**src/rtl/md_pkg.sv**
```systemverilog
`default_nettype none
// ============================================================================
//  Module      : md_pkg
//  Description : Shared types and constants for the RV32M divide unit.
//  Revision    : 1.0  initial release
// ============================================================================
package md_pkg;

    typedef enum logic [1:0] {
        DIV  = 2'd0,
        DIVU = 2'd1,
        REM  = 2'd2,
        REMU = 2'd3
    } md_op_e;

    typedef enum logic [1:0] {
        IDLE = 2'd0,
        CALC = 2'd1,
        FIX  = 2'd2,
        DONE = 2'd3
    } div_state_e;

    localparam int DIV_ITER = 32;
    localparam int CNT_W    = $clog2(DIV_ITER);

    // DIV and REM are the signed encodings (op bit 0 clear).
    function automatic logic is_signed_op(input logic [1:0] op);
        return ~op[0];
    endfunction

endpackage
`default_nettype wire

```
**src/rtl/div_step.sv**
```systemverilog
`default_nettype none
// ============================================================================
//  Module      : div_step
//  Description : One restoring-division iteration: shift, compare, subtract.
//  Revision    : 1.0  initial release
// ============================================================================
module div_step #(
    parameter int Width = 32
) (
    input  logic [Width-1:0] i_rem,
    input  logic [Width-1:0] i_dvd,
    input  logic [Width-1:0] i_dvs,
    output logic [Width-1:0] o_rem,
    output logic [Width-1:0] o_dvd
);

    logic [Width:0] w_shift;
    logic [Width:0] w_diff;
    logic           w_fit;

    assign w_shift = {i_rem, i_dvd[Width-1]};
    assign w_diff  = w_shift - {1'b0, i_dvs};
    // Partial remainder stays below the divisor, so a clear MSB means no borrow.
    assign w_fit   = ~w_diff[Width];

    assign o_rem = w_fit ? w_diff[Width-1:0] : w_shift[Width-1:0];
    assign o_dvd = {i_dvd[Width-2:0], w_fit};

endmodule
`default_nettype wire

```
**src/rtl/rv_div_unit.sv**
```systemverilog
`default_nettype none
// ============================================================================
//  Module      : rv_div_unit
//  Description : 32-cycle radix-2 restoring divider for RV32M DIV/DIVU/REM/REMU.
//  Revision    : 1.0  initial release
// ============================================================================
module rv_div_unit #(
    parameter int Width    = 32,
    parameter int RegAddrW = 5
) (
    input  logic                clk_i,
    input  logic                rst_ni,
    input  logic                start_i,
    input  logic [1:0]          op_i,
    input  logic [Width-1:0]    rs1_i,
    input  logic [Width-1:0]    rs2_i,
    input  logic [RegAddrW-1:0] rd_i,
    input  logic                abort_i,
    output logic                ready_o,
    output logic                busy_o,
    output logic                valid_o,
    output logic [Width-1:0]    result_o,
    output logic [RegAddrW-1:0] rd_o
);

    import md_pkg::*;

    localparam logic [Width-1:0] C_INT_MIN = {1'b1, {(Width-1){1'b0}}};
    localparam logic [CNT_W-1:0] C_LAST    = CNT_W'(DIV_ITER - 1);

    div_state_e            r_state;
    md_op_e                r_op;
    logic [RegAddrW-1:0]   r_rd;
    logic [RegAddrW-1:0]   r_rd_out;
    logic [Width-1:0]      r_dvd;
    logic [Width-1:0]      r_dvs;
    logic [Width-1:0]      r_rem;
    logic [Width-1:0]      r_result;
    logic [CNT_W-1:0]      r_cnt;
    logic                  r_neg_q;
    logic                  r_neg_r;
    logic                  r_valid;

    logic                  w_signed_req;
    logic                  w_sign1;
    logic                  w_sign2;
    logic [Width-1:0]      w_abs1;
    logic [Width-1:0]      w_abs2;
    logic                  w_div_zero;
    logic                  w_ovf;
    logic [Width-1:0]      w_spec_res;
    logic [Width-1:0]      w_rem_nxt;
    logic [Width-1:0]      w_dvd_nxt;
    logic                  w_fix_signed;
    logic [Width-1:0]      w_quo_fix;
    logic [Width-1:0]      w_rem_fix;

    assign w_signed_req = is_signed_op(op_i);
    assign w_sign1      = w_signed_req & rs1_i[Width-1];
    assign w_sign2      = w_signed_req & rs2_i[Width-1];
    assign w_abs1       = w_sign1 ? (~rs1_i + Width'(1)) : rs1_i;
    assign w_abs2       = w_sign2 ? (~rs2_i + Width'(1)) : rs2_i;

    // Cases with an architecturally fixed answer bypass the iteration.
    assign w_div_zero = (rs2_i == '0);
    assign w_ovf      = w_signed_req & (rs1_i == C_INT_MIN) & (&rs2_i);
    assign w_spec_res = op_i[1] ? (w_div_zero ? rs1_i : '0)
                                : (w_div_zero ? '1 : C_INT_MIN);

    assign w_fix_signed = is_signed_op(r_op);
    assign w_quo_fix    = (w_fix_signed & r_neg_q) ? (~r_dvd + Width'(1)) : r_dvd;
    assign w_rem_fix    = (w_fix_signed & r_neg_r) ? (~r_rem + Width'(1)) : r_rem;

    div_step #(
        .Width (Width)
    ) u_div_step (
        .i_rem (r_rem),
        .i_dvd (r_dvd),
        .i_dvs (r_dvs),
        .o_rem (w_rem_nxt),
        .o_dvd (w_dvd_nxt)
    );

    always_ff @(posedge clk_i or negedge rst_ni) begin
        if (!rst_ni) begin
            r_state  <= IDLE;
            r_op     <= DIV;
            r_rd     <= '0;
            r_rd_out <= '0;
            r_dvd    <= '0;
            r_dvs    <= '0;
            r_rem    <= '0;
            r_result <= '0;
            r_cnt    <= '0;
            r_neg_q  <= 1'b0;
            r_neg_r  <= 1'b0;
            r_valid  <= 1'b0;
        end else begin
            r_valid <= 1'b0;
            case (r_state)
                IDLE: begin
                    if (start_i) begin
                        r_op    <= md_op_e'(op_i);
                        r_rd    <= rd_i;
                        r_dvd   <= w_abs1;
                        r_dvs   <= w_abs2;
                        r_rem   <= '0;
                        r_cnt   <= '0;
                        r_neg_q <= w_sign1 ^ w_sign2;
                        r_neg_r <= w_sign1;
                        if (w_div_zero || w_ovf) begin
                            r_result <= w_spec_res;
                            r_rd_out <= rd_i;
                            r_valid  <= 1'b1;
                            r_state  <= DONE;
                        end else begin
                            r_state  <= CALC;
                        end
                    end
                end
                CALC: begin
                    if (abort_i) begin
                        r_state <= IDLE;
                    end else begin
                        r_rem <= w_rem_nxt;
                        r_dvd <= w_dvd_nxt;
                        r_cnt <= r_cnt + 1'b1;
                        if (r_cnt == C_LAST) begin
                            r_state <= FIX;
                        end
                    end
                end
                FIX: begin
                    if (abort_i) begin
                        r_state <= IDLE;
                    end else begin
                        r_result <= r_op[1] ? w_rem_fix : w_quo_fix;
                        r_rd_out <= r_rd;
                        r_valid  <= 1'b1;
                        r_state  <= DONE;
                    end
                end
                DONE: begin
                    r_state <= IDLE;
                end
                default: begin
                    r_state <= IDLE;
                end
            endcase
        end
    end

    assign ready_o  = (r_state == IDLE);
    assign busy_o   = ~ready_o;
    assign valid_o  = r_valid;
    assign result_o = r_result;
    assign rd_o     = r_rd_out;

endmodule
`default_nettype wire

```
**config.mk**
```make
export PLATFORM = sky130hd
export DESIGN_NAME = rv_div_unit
export DESIGN_NICKNAME = d
export VERILOG_FILES = /design/src/rtl/md_pkg.sv /design/src/rtl/div_step.sv /design/src/rtl/rv_div_unit.sv
export SDC_FILE = /design/constraint.sdc
export NUM_CORES = 1
export LEC_CHECK = 0
export CAP_MARGIN = 20
export CORE_UTILIZATION = 47
export DETAILED_ROUTE_END_ITERATION = 8
export DONT_BUFFER_PORTS = 1
export GPL_ROUTABILITY_DRIVEN = 0
export GPL_TIMING_DRIVEN = 0
export HOLD_SLACK_MARGIN = 0.06
export MAX_ROUTING_LAYER = met4
export PLACE_DENSITY_LB_ADDON = 0.3
export SYNTH_ARGS = -nofsm -noshare
export SYNTH_HDL_FRONTEND = slang
export SYNTH_SLANG_ARGS = --single-unit
```
**constraint.sdc**
```tcl
create_clock -name clk_i -period 9.4 [get_ports clk_i]
set_clock_uncertainty 0.1 [all_clocks]
set_input_delay 1.88 -clock clk_i [delete_from_list [all_inputs] [get_ports clk_i]]
set_output_delay 1.88 -clock clk_i [all_outputs]
set_load 0.005 [all_outputs]
```
==> run metrics <==
outcome=completed; io pins=115; count leader, synth=nand2_1; fin util=0.526; internal cell power=1.78 mW; root buffer cell=clkbuf_16; Initial Util=0.482; Synth area leaders=dfrtp_1 (33%), o21ai_0 (8.1%), nand2_1 (6.5%); min-delay src=r_dvs[7]; Non-Filler Instances=1792; post-DR vias/cell=6.24; Seq/Total Area, Yosys=0.330; Final #Nets=1576; first-pass iteration count of the detailed router=6; area leader, netlist=dfrtp_1; CTS Sinks=150; crit path max-delay cell type=nor4_1; Die ar.=24800 sq um; Hold EP=r_dvs[7]; Max Clk Rate=206 MHz; setup slack, reg-to-reg=5.39 ns; Worst Path Max Fanout=10; largest net degree at the start of global routing=151; sw frac=0.412; Die W=158 microns; overall routing resource usage=0.313; cts repair resizes=0; LEAKAGE=5.20 nW; wirelength, routed=36.7 mm; FILL cells=2278; RSZ-0062 raised after global routing=no; fraction of layout cells with a size suffix above 1=0.0421; detailed-route DRC error count=0; die height=158 microns; kind of critical path=in2reg; combinational share of power=0.431; Post-CTS Repair Setup Buffers=0; synthesis-to-layout area growth=9.31%; Clock Latency Late Sink=0.44 ns; minimum clock period=4.85 ns; Crit Reg-Reg Startpoint=r_dvd[31]; first-pass GRT wire length=57.2 mm; vias=11200; Hold Path Stages=2; critical path launch point type=primary input; most frequently used flop master after synthesis=dfrtp_1; worst flop-to-flop path endpoint=r_rem[4]; diodes inserted=0; CTS HTree Levels=4; CP Capture Type=flop; Tcrit/Tclk final=0.516; Max Slew Vio Count=0; max_cap viols=0; worst path cell trace=inv_1 -> ha_1 -> nand2_1 -> nor3_1 -> and4_1 -> nand2_1 -> nor4_1 -> a21oi_2 -> inv_2 -> buf_6 -> mux2_2; worst-margin pin slew=0.914 ns; Post-synth ARST share=1.00; worst relative slew slack=0.385; total congestion overflow=0; Crit path largest cell delay=0.67 ns; Synth top cells by count=nand2_1 (198), o21ai_0 (185), dfrtp_1 (150), nor2_1 (132), a21oi_1 (105); Yosys warning total=0; Pwr Density=244 nW/um^2; final-report setup violation count=0; vias in the first global route=10300; TritonCTS Buffers=17; CTS tree=done; Syn Inst Count=1442; Max Root-Sink Buffers=2; Seq pwr share=0.310; Worst VDD drop=0.104 mV; # rows=56; CP Buf/Inv Count=3; Post-CTS Hold Fix Bufs=0; CP top delay family=simple AND/OR/NAND/NOR gates; Clk pwr share=0.259; Net Count, Synth=1557; Iter 0 DRT Violations=1233; CP dominant cell by count=nand2_1; Worst Path Required=9.63 ns; DP Cell Count=1761; worst min-delay path class=reg2reg; HPWL after detailed placement=27.9 mm; number of synthesized flops with an enable pin=0; switching power=1.25 mW; DRT antenna net count=0; Post-Syn Area=11400 sq um; R2R depth=13; setup TNS=0 ns; Final Hold Fails=0; Mapped Avg Cell Area=7.89 sq um; Worst EP arrival=5.08 ns; area share of the largest cell type after synthesis=0.330; Synth Register Bits=150; Reg clk slew, reported paths=0.06 ns; # port buffers=0; Synth cell types=71; WL/cell=20.5 microns; Overall Power=3.03 mW; initial antenna violation count=0; Core Box Area=23600 sq um
==> cells by family after synthesis <==
family,count (synthesis),share of synthesized area
XOR/XNOR,138,0.106
multiplexers,34,0.0303
AO/OA/AOI/OAI,443,0.231
AND/OR/NAND/NOR,505,0.210
adder cells (fa/ha/maj),40,0.0447
flip-flops,150,0.330
buffers and inverters,132,0.0474
==> how the worst max path moves through the flow <==
stage              from            to  slack, ns  depth (start not counted)
2_1_floorplan  rs1_i[0]  result_o[28]       4.84                         12
3_3_place_gp   rs2_i[0]  result_o[28]       4.24                         11
3_5_place_dp   rs2_i[0]  result_o[28]       4.25                         11
4_1_cts        rs2_i[0]  result_o[28]       4.69                         11
5_1_grt        rs2_i[0]  result_o[28]       4.48                         11
6_report       rs2_i[0]  result_o[28]       4.55                         11
==> sequential cells by signal (all words and copies together), names as in the netlist <==
name and flops:
r_dvd 32, r_dvs 32, r_rem 32, result_o 32, r_cnt 5, r_rd 5
rd_o 5, r_op 2, r_state 2, r_neg_q 1, r_neg_r 1, valid_o 1
==> worst register-to-register path, cell delays in order (launching register included) <==
cell,delay [ns]
dfrtp_1,0.33
inv_1,0.11
ha_1,0.26
fa_1,0.39
nand2b_1,0.21
a21oi_1,0.29
o21a_1,0.27
a31oi_1,0.22
o21ai_0,0.34
o21a_1,0.21
o221a_2,0.21
clkbuf_1,0.55
mux2i_1,0.25
o21ai_0,0.12
==> layout make-up <==
type	instances	area [sq um]	share of cell area
buffer	83	355	0.0286
clock buffer	18	429	0.0345
clock inverter	13	230	0.0185
inverter	49	184	0.0148
multi-input combinational	1160	7080	0.570
sequential	150	3750	0.302
tap	319	399	0.0321
==> stage by stage <==
step           hold slack [ns]  instance area (sq um)  setup WS [ns]
2_1_floorplan            0.346                  11400           4.84
4_1_cts                  0.380                  12400           4.69
6_report                 0.376                  12400           4.55
3_3_place_gp             0.361                  11800           4.24
5_1_grt                  0.389                  12400           4.48
3_5_place_dp             0.363                  11800           4.25
==> power groups by stage <==
stage | combinational, mW | clock [mW] | sequential (mW)
2_1_floorplan | 0.999 | 0 | 0.891
3_3_place_gp | 1.24 | 0 | 0.942
3_5_place_dp | 1.27 | 0 | 0.948
4_1_cts | 1.28 | 0.790 | 0.937
5_1_grt | 1.45 | 0.814 | 0.959
6_report | 1.31 | 0.786 | 0.942
==> metal layers <==
metal,track usage,vias to the layer above,part of all wire
met5,-,-,0
met4,0.113,0,0.032
met3,0.0768,96,0.097
met2,0.461,558,0.44
met1,0.414,5372,0.43
li1,-,5150,-
==> cell usage in the layout (no fill, tap or decap), types with 39 or more instances in the layout <==
| master | netlist | layout |
|---|---|---|
| a21oi_1 | 105 | 105 |
| clkbuf_1 | 67 | 68 |
| dfrtp_1 | 150 | 150 |
| ha_1 | 39 | 39 |
| inv_1 | 48 | 48 |
| nand2_1 | 198 | 198 |
| nor2_1 | 132 | 132 |
| o21ai_0 | 185 | 185 |
| xnor2_1 | 59 | 59 |
| xor2_1 | 79 | 79 |
Note: power is estimated with default switching activity, not from simulation.
==> RTL edit: new RTL, same flow settings <==
Re-encode `div_state_e` (4 states) as one-hot, 4 bits wide.
--- a/src/rtl/md_pkg.sv
+++ b/src/rtl/md_pkg.sv
@@ -15,7 +15,7 @@
 
-    typedef enum logic [1:0] {
-        IDLE = 2'd0,
-        CALC = 2'd1,
-        FIX  = 2'd2,
-        DONE = 2'd3
+    typedef enum logic [3:0] {
+        IDLE = 4'b0001,
+        CALC = 4'b0010,
+        FIX  = 4'b0100,
+        DONE = 4'b1000
     } div_state_e;
Function: same outputs for any inputs over 4 cycles, from zero or initial values and one cycle with rst_ni low; so few cycles prove little.
==> RTL edit against the unedited design <==
Sequential cell count is 2 higher; non-clock buffer count is the same; synthesized area is 1.7% higher; final area is 0.94% higher; highest routed layer unchanged; total power up 6.7%; largest cell class unchanged; routed wire length fell by 2.7%; largest power group unchanged; setup slack got worse by 0.56 ns.
==> RTL edit: results (changes against the unedited design) <==
stage,metric,value,unit,change
synth,synth top area cells,"dfrtp_1, o21ai_0, nand2_1",,unchanged
worst_setup_path,Slowest cell on crit path,or4_1,,was nor4_1
pwr,switching pwr,1450,µW,was 1250 µW
floorplanning,die area,0.0252,mm²,was 0.0248 mm²
clocking,clk_lat worst skew,0.44,ns,about the same
worst_setup_path,critical path's largest stage delay,0.72,ns,was 0.67 ns
synth,Unique masters post-synth,72,,was 71
synth,register area share after synthesis,32.9,%,was 33.0%
sta,Worst Max-Slew Pin Slew,0.861,ns,was 0.914 ns
synth,gate count of the mapped netlist,1469,,was 1442
clocking,Max Root-Sink Buffers,2,,unchanged
placed_design,PortBufs,0,,unchanged
pwr,part of the power in combinational logic,47.3,%,was 43.1%
global_route,first-pass GRT wire length,57.6,mm,was 57.2 mm
clocking,htree depth,4,,unchanged
synth,Mapped Nets,1584,,was 1557
global_route,vias in the first global route,10600,,was 10300
worst_hold_path,Hold WC Path Type,register to register,,unchanged
global_route,largest net degree at the start of global routing,153,,was 151
final_layout,Fillers,2364,,was 2278
routing,drt first pass iters,6,,unchanged
global_route,GRT overflow,0,,unchanged
clocking,post_cts resized,0,,unchanged
clocking,clock root buffer master,clkbuf_16,,unchanged
final_layout,layout cells sized above 1,3.86,%,was 4.21%
final_layout,Layout area overhead,8.54,%,was 9.31%
synth,top cells by instance count after synthesis,"nand2_1, o21ai_0, dfrtp_1",,unchanged
synth,"FFs w/ async S/R, synth",100,%,unchanged
placed_design,DP HPWL,27.1,mm,was 27.9 mm
routing,Vias/cell,6.01,,was 6.24
pwr,VDD IR max,0.157,mV,was 0.104 mV
synth,yosys warns,0,,unchanged
global_route,gr usage total,29.7,%,was 31.3%
run_status,status,"finished, final reports clean",,unchanged
pwr,leak pwr,0.00527,µW,was 0.00520 µW
placed_design,placed cell count,1793,,was 1761
clocking,Post-CTS Setup Bufs,0,,unchanged
routing,WL/cell,19.5,µm,was 20.5 µm
pwr,sequential power,1010,µW,was 942 µW
routing,final WL,35.7,mm,was 36.7 mm
routing,initial DRC count,1186,,was 1233
worst_setup_path,WP data arrival,5.61,ns,was 5.08 ns
==> RTL edit: cell types whose count changed after synthesis, moves of 15 or more <==
cell      unedited run  this run
o211ai_1            23         6
a21oi_1            105       130
nand2b_1            20        40
inv_1               48        66
xnor2_1             59        77
nor2_1             132       113
o21ai_0            185       153
a31oi_1             31        16
a211oi_1             7        30
==> RTL edit: cells by family (layout without fill, tap and decap cells) <==
kind of cell | count (synthesis) | in the layout | share of synthesized area (%)
AOI/OAI and AO/OA | 447 | 447 | 23.2
and+or+nand+nor | 505 | 505 | 20.7
muxes | 33 | 33 | 2.88
adders and majority gates | 40 | 40 | 4.39
xor gates and xnor gates | 143 | 143 | 10.8
DFF | 152 | 152 | 32.9
buffers and inverters | 149 | 182 | 5.09
==> RTL edit: area by class of cell <==
type / count / area (µm²) / area share [%]
multi-input combinational: 1168 / 7170 / 57.1
sequential: 152 / 3800 / 30.3
clock buffer: 18 / 439 / 3.50
tap: 324 / 405 / 3.23
buffer: 82 / 337 / 2.68
inverter: 67 / 251 / 2.00
clock inverter: 14 / 138 / 1.10
timing repair buffer: 1 / 5.00 / 0.0399
==> RTL edit: worst paths after layout <==
| path | slack (ns) | from | cells after the start | end |
|---|---|---|---|---|
| hold reg to reg | 0.38 | r_rd[3]$_DFFE_PN0P_ | 2 | r_rd[3]$_DFFE_PN0P_ |
| min in group asynchronous | 1.03 | rst_ni | 0 | r_dvd[9]$_DFFE_PN0P_ |
| setup / recovery | 3.98 | rs1_i[24] | 10 | result_o[5]$_DFFE_PN0P_ |
| max in group asynchronous | 7.80 | rst_ni | 0 | r_dvs[29]$_DFFE_PN0P_ |
| setup reg to reg | 5.44 | r_state[2]$_DFFE_PN0P_ | 8 | r_dvd[25]$_DFFE_PN0P_ |
| hold / removal | 0.38 | r_rd[3]$_DFFE_PN0P_ | 2 | r_rd[3]$_DFFE_PN0P_ |
==> RTL edit: metrics by stage <==
step           total power (µW)  cell area (µm²)  worst slack [ns]
4_1_cts                    3200            12500              4.32
6_report                   3240            12500              3.98
5_1_grt                    3450            12500              4.03
3_3_place_gp               2470            12000              3.89
2_1_floorplan              2130            11600              5.09
3_5_place_dp               2510            12000              3.86
==> RTL edit: worst max-delay path, delay by kind of cell <==
kind / cells / cell delay [ns]
buf+inv: 1 / 0.22
compound gates: 4 / 0.99
simple gates: 5 / 2.52
==> RTL edit: per-layer routing <==
| layer | wire, µm | GRT usage, % |
|---|---|---|
| met1 | 15300 | 38.3 |
| met2 | 16500 | 46.3 |
| met3 | 2940 | 5.36 |
| met4 | 984 | 10.9 |
| met5 | 0 | - |
